[config.mk]
export PLATFORM = sky130hd
export DESIGN_NAME = audio_dac_serializer
export DESIGN_NICKNAME = d
export VERILOG_FILES = /design/src/rtl/audio_dac_serializer.sv
export SDC_FILE = /design/constraint.sdc
export NUM_CORES = 1
export LEC_CHECK = 0
export CAP_MARGIN = 25
export CORE_ASPECT_RATIO = 0.8
export CORE_UTILIZATION = 61
export DETAILED_ROUTE_END_ITERATION = 10
export GPL_TIMING_DRIVEN = 1
export PLACE_DENSITY = 0.9
export SLEW_MARGIN = 20
export SYNTH_ARGS = -nofsm -noshare
export SYNTH_HDL_FRONTEND = slang
export SYNTH_SLANG_ARGS = --single-unit
[constraint.sdc]
create_clock -name CLOCK_50 -period 11.9 [get_ports CLOCK_50]
set_clock_uncertainty 0.2 [all_clocks]
set_input_delay 1.785 -clock CLOCK_50 [delete_from_list [all_inputs] [get_ports CLOCK_50]]
set_output_delay 1.785 -clock CLOCK_50 [all_outputs]
set_load 0.03 [all_outputs]
[src/rtl/audio_dac_serializer.sv]
// rtl/audio_dac_serializer.sv - left-justified serial DAC feeder with sample-pair FIFO
//
// Purpose: buffers {left,right} PCM pairs from the tone path and shifts them
// out MSB-first on AUD_DACDAT, framed by the codec-mastered BCLK/LRCK.
//
// Ports:
//   CLOCK_50                 system clock, all logic on rising edge
//   reset                    synchronous active-high reset
//   clear_audio_out_memory   synchronous FIFO flush
//   left/right_channel_audio_out  sample pair to enqueue
//   write_audio_out          push request (taken only when audio_out_allowed)
//   AUD_BCLK, AUD_DACLRCK    codec clocks, asynchronous (LRCK high = left)
//   audio_out_allowed        FIFO not full
//   dac_fifo_space           free FIFO entries
//   underrun                 1-cycle pulse when a frame starts with FIFO empty
//   AUD_DACDAT               serial DAC data
module audio_dac_serializer #(
   parameter int FIFO_DEPTH = 8,
   parameter int DATA_WIDTH = 32
) (
   input  logic                          CLOCK_50,
   input  logic                          reset,
   input  logic                          clear_audio_out_memory,
   input  logic [DATA_WIDTH-1:0]         left_channel_audio_out,
   input  logic [DATA_WIDTH-1:0]         right_channel_audio_out,
   input  logic                          write_audio_out,
   input  logic                          AUD_BCLK,
   input  logic                          AUD_DACLRCK,
   output logic                          audio_out_allowed,
   output logic [$clog2(FIFO_DEPTH):0]   dac_fifo_space,
   output logic                          underrun,
   output logic                          AUD_DACDAT
);

   localparam int AW = $clog2(FIFO_DEPTH);
   localparam int CW = AW + 1;

   typedef enum logic [1:0] {S_IDLE, S_LEFT, S_RIGHT} state_t;

   // Two synchroniser flops plus one history flop per codec clock. These are
   // deliberately not reset: clearing them while LRCK is high would fake a
   // rising edge and start a frame in the middle of the left half.
   logic [2:0] bclk_sync;
   logic [2:0] lrck_sync;
   logic       bclk_fall;
   logic       lrck_rise;
   logic       lrck_fall;

   always_ff @(posedge CLOCK_50) begin
      bclk_sync <= {bclk_sync[1:0], AUD_BCLK};
      lrck_sync <= {lrck_sync[1:0], AUD_DACLRCK};
   end

   assign bclk_fall = bclk_sync[2] & ~bclk_sync[1];
   assign lrck_rise = ~lrck_sync[2] & lrck_sync[1];
   assign lrck_fall = lrck_sync[2] & ~lrck_sync[1];

   // Sample-pair FIFO
   logic [2*DATA_WIDTH-1:0] mem [FIFO_DEPTH];
   logic [AW-1:0]           wr_ptr;
   logic [AW-1:0]           rd_ptr;
   logic [CW-1:0]           count;
   logic [2*DATA_WIDTH-1:0] head;
   logic                    push;
   logic                    pop;

   assign audio_out_allowed = (count != CW'(FIFO_DEPTH));
   assign dac_fifo_space    = CW'(FIFO_DEPTH) - count;
   assign head              = mem[rd_ptr];

   // Full is judged on the registered count, so a pop in the same cycle does
   // not make room for a push to a full FIFO.
   assign push = write_audio_out & audio_out_allowed & ~clear_audio_out_memory;
   assign pop  = lrck_rise & (count != '0);

   always_ff @(posedge CLOCK_50) begin
      if (push) begin
         mem[wr_ptr] <= {left_channel_audio_out, right_channel_audio_out};
      end
   end

   always_ff @(posedge CLOCK_50) begin
      if (reset || clear_audio_out_memory) begin
         wr_ptr <= '0;
         rd_ptr <= '0;
         count  <= '0;
      end else begin
         if (push) wr_ptr <= wr_ptr + 1'b1;
         if (pop)  rd_ptr <= rd_ptr + 1'b1;
         case ({push, pop})
            2'b10:   count <= count + 1'b1;
            2'b01:   count <= count - 1'b1;
            default: count <= count;
         endcase
      end
   end

   // Serializer FSM
   state_t state;
   state_t state_next;
   logic   load_left;
   logic   load_right;

   always_ff @(posedge CLOCK_50) begin
      if (reset) state <= S_IDLE;
      else       state <= state_next;
   end

   // IDLE waits for a rising LRCK so the first word after reset is always left.
   // Any LRCK edge restarts the word regardless of how many bits went out.
   always_comb begin
      state_next = state;
      load_left  = 1'b0;
      load_right = 1'b0;
      case (state)
         S_IDLE: begin
            if (lrck_rise) begin
               state_next = S_LEFT;
               load_left  = 1'b1;
            end
         end
         S_LEFT, S_RIGHT: begin
            if (lrck_rise) begin
               state_next = S_LEFT;
               load_left  = 1'b1;
            end else if (lrck_fall) begin
               state_next = S_RIGHT;
               load_right = 1'b1;
            end
         end
         default: state_next = S_IDLE;
      endcase
   end

   // Shift register is zero-filled, so once all bits of a word have gone out
   // the line stays low until the next LRCK edge reloads it.
   logic [DATA_WIDTH-1:0] shift_reg;
   logic [DATA_WIDTH-1:0] right_hold;

   always_ff @(posedge CLOCK_50) begin
      if (reset) begin
         shift_reg  <= '0;
         right_hold <= '0;
         underrun   <= 1'b0;
      end else begin
         underrun <= lrck_rise & (count == '0);
         if (load_left) begin
            shift_reg  <= pop ? head[2*DATA_WIDTH-1:DATA_WIDTH] : '0;
            right_hold <= pop ? head[DATA_WIDTH-1:0] : '0;
         end else if (load_right) begin
            shift_reg <= right_hold;
         end else if (bclk_fall && state != S_IDLE) begin
            shift_reg <= {shift_reg[DATA_WIDTH-2:0], 1'b0};
         end
      end
   end

   assign AUD_DACDAT = shift_reg[DATA_WIDTH-1];

endmodule
# Yosys cells after proc, flatten, opt, wreduce, memory -nomap -nowiden
# Memories as Yosys holds them, arrays and structs flattened. A register that Yosys moved wholly into a read port is not among the register bits.
# Index checks and enable logic that the tools add are counted.
# word_totals
wordCells	63
memories	1
inputBits	70
reg_bits	83
ramBits	512
output_inout_bits	7
# op_classes
n_bitwise	11
reduce_logical	11
n_eq_ne	7
mux	19
n_addsub	5
# memory_table
name	words	word_bits	rd	rd_clocked_by_memory_dff	write_ports	line_no	text
mem	8	64	1	1	1	59	logic [2*DATA_WIDTH-1:0] mem [FIFO_DEPTH];
# ops
cell	n
$mux W32	5
$pmux W4 S2	1
$and A1 B1 Y1	7
$mux W1	7
$add A3 B1 Y3 const B	2
$mux W2	3
$mux W3	2
$add A4 B1 Y4 const B	1
$eq A2 B1 Y1 const B	2
$eq A2 B2 Y1 const B	2
$logic_not A4 Y1	1
$ne A4 B4 Y1 const B	1
$not A1 Y1	4
$pmux W2 S2	1
$reduce_bool A2 Y1	2
$reduce_bool A4 Y1	1
$sub A4 B1 Y4 const B	1
$sub A4 B4 Y4 const A	1
$ne A3 B3 Y1 const B	1
$reduce_bool A3 Y1	1
$reduce_or A3 Y1	1
$logic_not A2 Y1	1
$ne A2 B2 Y1 const B	1
$reduce_and A2 Y1	1
other kinds (3)	3

# Logic depth before layout (Yosys ltp)
# Gate-level depths: netlist of the first run.
# logic_depth
ltp_word	7
depth_mapped	13
ltp_nobuf	12

# Worst setup path after synthesis of the first run
# Ideal clock, no wire load.
# synth_timing
path_kind	in2reg
from	input port clear_audio_out_memory
to	memory mem[0][0] (netlist bit) (enable)
arrival_ns	8.231
n_path_buf	0
path_stages	2
t_required_ns	11.053
path_slack_ns	2.822
setup_ns	0.647
path_cell_list	nand3b_1 -> nor4_1
# synth_between
elab_chain_len	4
# synth_lines
element	line_no	text
start: declaration	23	input logic clear_audio_out_memory,
$not A1 Y1	73	assign push = write_audio_out & audio_out_allowed & ~clear_audio_out_memory;
$and A1 B1 Y1	73	
$mux W1	77	if (push) begin
$mux W1 (implied by the code)	78	mem[wr_ptr] <= {left_channel_audio_out, right_channel_audio_out};
end: declaration	59	
# Every way passes these cells.

# Worst setup path after layout of the first run
# layout_timing
from	input port clear_audio_out_memory
to	memory mem[7][50] (netlist bit) (enable)
# The elaborated chain is that of the path after synthesis.

==> run_results.csv, run 1 <==
group,metric,value,unit
yosys,ys_warn_count,0,
yosys,avgSynthCellArea,17.1,um2
clock_tree,clk_latency,0.59,ns
sta,final_min_period_over_clock_period,0.359,
min_path,hold_class,"reg2reg",
floorplanning,num_rows,62,
grt,grt_pass1_vias,12700,
yosys,syn_area,22800,um2
sta,worst_pin_slew,1.09,ns
floorplanning,pin_count,77,
yosys,yosysUniqueCellTypes,43,
pwr,powerDensity,159,nW/um2
clock_tree,cts_sinks,598,
clock_tree,hold_buffers,0,
final_layout,nFillCells,2111,
floorplanning,start_util,0.627,
grt,grt_use_met1,0.344,
yosys,ys_seq_area_frac,0.749,
grt,grtUsageMet2,0.416,
placement,gp_congestion,0.825,
clock_tree,cts_resized,0,
clock_tree,htree_levels,2,
sta,finalSetupTns,0,ns
grt,grt_overflow_total,0,
clock_tree,path_clk_slew,0.06,ns
status,status,"complete, no violations",
setup_path,cp_data_arrival_time,4.27,ns
grt,grt_max_degree,65,
floorplanning,die_w,218,um
drt,dr_total_vias,12700,
floorplanning,die_area,38200,um2
sta,drv_slew,0,
grt,grt_busiest_layer,"met2",
sta,slew_headroom,0.270,
sta,setup_violations,0,
pwr,worst_ir_drop_vdd,0.127,mV
placement,io_buffers,76,
drt,drt_iter0_drc,1631,
setup_path,path_class,"in2reg",
drt,first_pass_iters,5,
placement,dpl.hpwl,26.0,mm
yosys,synthFlopType,"edfxtp_1",
sta,holdWs,0.132,ns
final_layout,area_delta_synth_final,13.1,%
sta,rsz0062_at_grt,"no",
grt,grt_pass1_wl,73.1,mm
drt,drc_errors,0,
clock_tree,cts_made_buffers,54,
yosys,synth_edf_count,512,
drt,routed_via_density,6.56,
yosys,synth_fp_nets,1412,
final_layout,nets,1482,
drt,ant_nets,0,
pwr,p_total,4.10,mW
sta,post-route-min-period,4.27,ns
clock_tree,cts_root_buffer,"clkbuf_16",
sta,fmax,234,MHz
grt,met3_usage,0.0534,
setup_path,start_kind,"primary input",
floorplanning,core,36400,um2
grt,antenna_found_initial,1,
setup_path,required,11.90,ns
clock_tree,clock_path_buffers,3,
drt,avgRoutedWirePerCell,25.5,um
run,max_cap_violations,0,
drt,drt-total-wl,49.2,mm
pwr,p_leak,7.85,nW
setup_path,cp-end-kind,"flop",
yosys,synth_async_sr_flop_share,0,
clock_tree,cts_tree,"built",
yosys,ys_ff_latch,598,
setup_path,worstPathMaxFanout,64,
final_layout,largest_reg_flops,512,
final_layout,drive_gt1_frac,0.0933,
yosys,synthCells,1332,
grt,track_usage,0.256,
clock_tree,post_cts_buffers,0,
sta,final_hold_viol_count,0,
floorplanning,die_h,175,um
[cell type report]
| type | count | area, um2 | share of cell area |
|---|---|---|---|
| Sequential cell | 598 | 17100 | 0.662 |
| Multi-Input combinational cell | 635 | 5360 | 0.208 |
| Clock buffer | 80 | 1570 | 0.0608 |
| Timing Repair Buffer | 104 | 1020 | 0.0394 |
| Tap cell | 480 | 601 | 0.0233 |
| Clock inverter | 21 | 133 | 0.00514 |
| Inverter | 9 | 33.8 | 0.00131 |
| Antenna cell | 1 | 2.50 | 0.0000969 |
[worst max-delay path, cell delays in order]
cell,delay [ns]
clkdlybuf4s50_1,0.46
nand3b_1,0.47
or2_2,0.54
nor2_4,0.14
buf_4,0.81
[cell usage after synthesis (10+ instances only)]
cell | count | area, um2
dfxtp_1 | 86 | 1720
nand3_1 | 36 | 180
ha_1 | 10 | 125
a32o_1 | 31 | 310
buf_2 | 28 | 140
a22oi_1 | 127 | 953
edfxtp_1 | 512 | 15400
nor2_1 | 49 | 184
mux2i_1 | 254 | 2540
a211oi_1 | 32 | 240
clkbuf_1 | 53 | 199
o221ai_1 | 31 | 272
[worst paths after layout]
path                     startpoint             end  slack (ns)  depth (start not counted)
max          clear_audio_out_memory      mem[7][50]        7.63                          5
min                    bclk_sync[0]    bclk_sync[1]        0.13                          0
max reg2reg                    flop  right_hold[23]        8.36                          5
min reg2reg            bclk_sync[0]    bclk_sync[1]        0.13                          0
[through the flow]
step	std cells	cell area, um2	worst slack [ns]	utilization
final	1928	25800	7.63	0.710
after global routing	1928	25800	7.54	0.710
after CTS	1925	25800	7.66	0.708
after detailed placement	1824	24100	7.09	0.661
after global placement	1822	24000	7.19	0.661
after floorplan	1332	22800	2.82	-
[cells by family after synthesis]
group	after synthesis	synth area share
buf+inv	99	0.0201
flops	598	0.749
xor+xnor	9	0.00345
compound gates	235	0.0814
simple gates	124	0.0267
fa+ha+maj	10	0.00548
mux	257	0.114
[placed cells by master (no fill, tap or decap), drive strengths merged, types with 8 or more instances in the layout]
cell | synthesis | routed
xor2 | 8 | 8
o221ai | 31 | 31
inv | 9 | 10
clkbuf | 53 | 80
clkdlybuf4s50 | 0 | 76
clkinv | 0 | 17
dfxtp | 86 | 86
buf | 37 | 28
nand3 | 36 | 36
ha | 10 | 10
edfxtp | 512 | 512
a211oi | 32 | 32
nor2 | 49 | 49
a22oi | 127 | 127
nand2 | 8 | 8
mux2i | 254 | 254
a32o | 31 | 31
[report_power, final]
group / internal [mW] / switching, mW / total [mW] / leakage [nW]
sequential: 2.30 / 0.0131 / 2.31 / 5.33
clock: 0.934 / 0.725 / 1.66 / 0.841
combinational: 0.0501 / 0.0802 / 0.130 / 1.68
total: 3.28 / 0.818 / 4.10 / 7.85
[per-layer routing]
layer / part of all wire / vias to the layer above
li1: - / 5489
met1: 0.38 / 6298
met2: 0.49 / 747
met3: 0.097 / 116
met4: 0.034 / 0
met5: 0 / -
No activity file was read; power rests on OpenSTA's default activity.
==> inputs of run 2 (changes only) <==
- clock period: 11.9 -> 4.1 ns (I/O delays scaled with it)
==> run 2 against run 1 <==
Compared with the run above:
- non-clock buffer count increased by 2
- register-to-register slack got worse by 7.5 ns
- critical path type is now reg2reg
- cell count unchanged
- via count increased by 0.54%
- critical endpoint is now mem[2][59]
- sequential power increased to 2.9 times the previous value
- combinational power increased to 2.9 times the previous value
- total power increased to 2.9 times the previous value
- critical path depth increased by 2
- clock-buffer cell count decreased by 2
- core utilization about the same
- largest power group unchanged
==> run_results.csv, run 2 (synthesis results as in run 1) <==
group,metric,value,unit
drt,routed_via_density,6.60,
setup_path,r2r_end,"mem[2][59]",
min_path,min_to,"bclk_sync[1]",
final_layout,nFillCells,2105,
grt,met3_usage,0.0527,
final_layout,final_common_cell,"edfxtp_1",
grt,grtUsageMet2,0.433,
grt,grt_use_met1,0.346,
drt,drc_errors,0,
placement,gp_congestion,0.836,
grt,grt_pass1_wl,75.4,mm
pwr,pwr-share-clk,0.404,
clock_tree,path_clk_slew,0.06,ns
clock_tree,htree_levels,2,
clock_tree,hold_buffers,0,
pwr,p_leak,7.82,nW
drt,first_pass_iters,6,
setup_path,start_kind,"flop",
sta,fmax,306,MHz
sta,final_min_period_over_clock_period,0.797,
drt,drt_iter0_drc,1472,
floorplanning,pin_count,77,
min_path,hp-start,"bclk_sync[0]",
status,status,"complete, no violations",
drt,dr_total_vias,12700,
sta,drv_slew,0,
clock_tree,clk_latency,0.61,ns
setup_path,crit_path_top_delay_cell,"or2_2",
floorplanning,core,36400,um2
setup_path,path_depth,7,
floorplanning,die_area,38200,um2
final_layout,nets,1483,
pwr,switching_share,0.205,
setup_path,crit_chain,"inv_4 -> ha_4 -> nand3b_1 -> nand3b_1 -> or2_2 -> nor3_4 -> buf_4",
pwr,internal_power,9.46,mW
sta,finalSetupTns,0,ns
clock_tree,post_cts_buffers,0,
placement,io_buffers,76,
run,max_cap_violations,0,
setup_path,worst_path_most_repeated_cell,"nand3b_1",
final_layout,area_delta_synth_final,13.2,%
setup_path,cp_top_family,"simple AND/OR/NAND/NOR gates",
pwr,switchingPower,2.44,mW
final_layout,largest_reg_flops,512,
setup_path,r2r_cells,7,
sta,slew_headroom,0.293,
setup_path,worstPathMaxFanout,37,
setup_path,cp-end-kind,"flop",
grt,grt_max_degree,71,
clock_tree,cts_root_buffer,"clkbuf_16",
clock_tree,cts_made_buffers,53,
grt,antenna_found_initial,1,
sta,worst_pin_slew,1.06,ns
setup_path,required,4.13,ns
final_layout,drive_gt1_frac,0.0919,
setup_path,path_buf_inv,2,
final_layout,multi_input_area,5390,um2
floorplanning,num_rows,62,
setup_path,rr_startpoint,"count[1]",
floorplanning,start_util,0.627,
clock_tree,clock_path_buffers,3,
sta,setup_violations,0,
clock_tree,cts_resized,0,
sta,post-route-min-period,3.27,ns
floorplanning,die_h,175,um
final_layout,final_cell_mix,"edfxtp_1, mux2i_1, a22oi_1, dfxtp_1, clkdlybuf4s50_1",
pwr,p_seq_frac,0.564,
grt,grt_busiest_layer,"met2",
grt,grt_pass1_vias,13100,
clock_tree,cts_tree,"built",
setup_path,max_stage_delay,0.60,ns
final_layout,seq_area,17100,um2
min_path,hold_class,"reg2reg",
clock_tree,cts_sinks,598,
floorplanning,die_w,218,um
placement,pre_cts_ws,0.567,ns
pwr,worst_ir_drop_vdd,0.367,mV
setup_path,cp_data_arrival_time,3.30,ns
setup_path,path_class,"reg2reg",
sta,final_hold_viol_count,0,
drt,drt-total-wl,49.7,mm
pwr,combPwrFrac,0.032,
pwr,powerDensity,460,nW/um2
drt,avgRoutedWirePerCell,25.8,um
drt,ant_nets,0,
sta,rsz0062_at_grt,"no",
placement,dpl.hpwl,26.5,mm
setup_path,reg2reg_slack,0.83,ns
min_path,hold_depth,0,
grt,grt_overflow_total,0,
grt,track_usage,0.264,
sta,setup_slack,0.834,ns
-- run 2: worst max path at each step --
| stage | startpoint | slack (ns) | endpoint |
|---|---|---|---|
| 2_1_floorplan | count[1] | -0.49 | mem[1][0] |
| 3_3_place_gp | clear_audio_out_memory | 0.62 | mem[2][57] |
| 3_5_place_dp | clear_audio_out_memory | 0.57 | mem[2][24] |
| 4_1_cts | count[1] | 0.83 | mem[2][32] |
| 5_1_grt | count[1] | 0.61 | mem[2][59] |
| 6_report | count[1] | 0.83 | mem[2][59] |
-- run 2: layer usage --
metal / vias up / routed length, um
met3: 143 / 4530
met1: 6316 / 18900
met2: 759 / 24400
met4: 0 / 1800
li1: 5500 / -
met5: - / 0
-- run 2: layout make-up --
class                      count  share of cell area
timing repair buffer         106              0.0404
clock buffer                  78              0.0573
inverter                       9             0.00140
clock inverter                21             0.00692
multi-input combinational    635               0.209
tap                          480              0.0232
antenna                        1           0.0000969
sequential                   598               0.662
-- run 2: metrics by stage --
| step | utilization | hold WS, ns | cell area [um2] | cells | power, mW |
|---|---|---|---|---|---|
| after floorplan | - | 0.110 | 22900 | 1332 | 7.00 |
| after global placement | 0.664 | 0.114 | 24200 | 1826 | 7.17 |
| after detailed placement | 0.664 | 0.120 | 24200 | 1828 | 7.21 |
| after CTS | 0.710 | 0.139 | 25800 | 1927 | 11.9 |
| after global routing | 0.710 | 0.145 | 25800 | 1927 | 12.2 |
| final | 0.710 | 0.137 | 25800 | 1928 | 11.9 |
-- run 2: power by group through the flow --
stage	combinational, mW	clock (mW)	sequential, mW
after detailed placement	0.370	0	6.84
after floorplan	0.171	0	6.83
after global placement	0.342	0	6.83
after global routing	0.410	5.07	6.71
after CTS	0.378	4.83	6.71
final	0.383	4.80	6.71
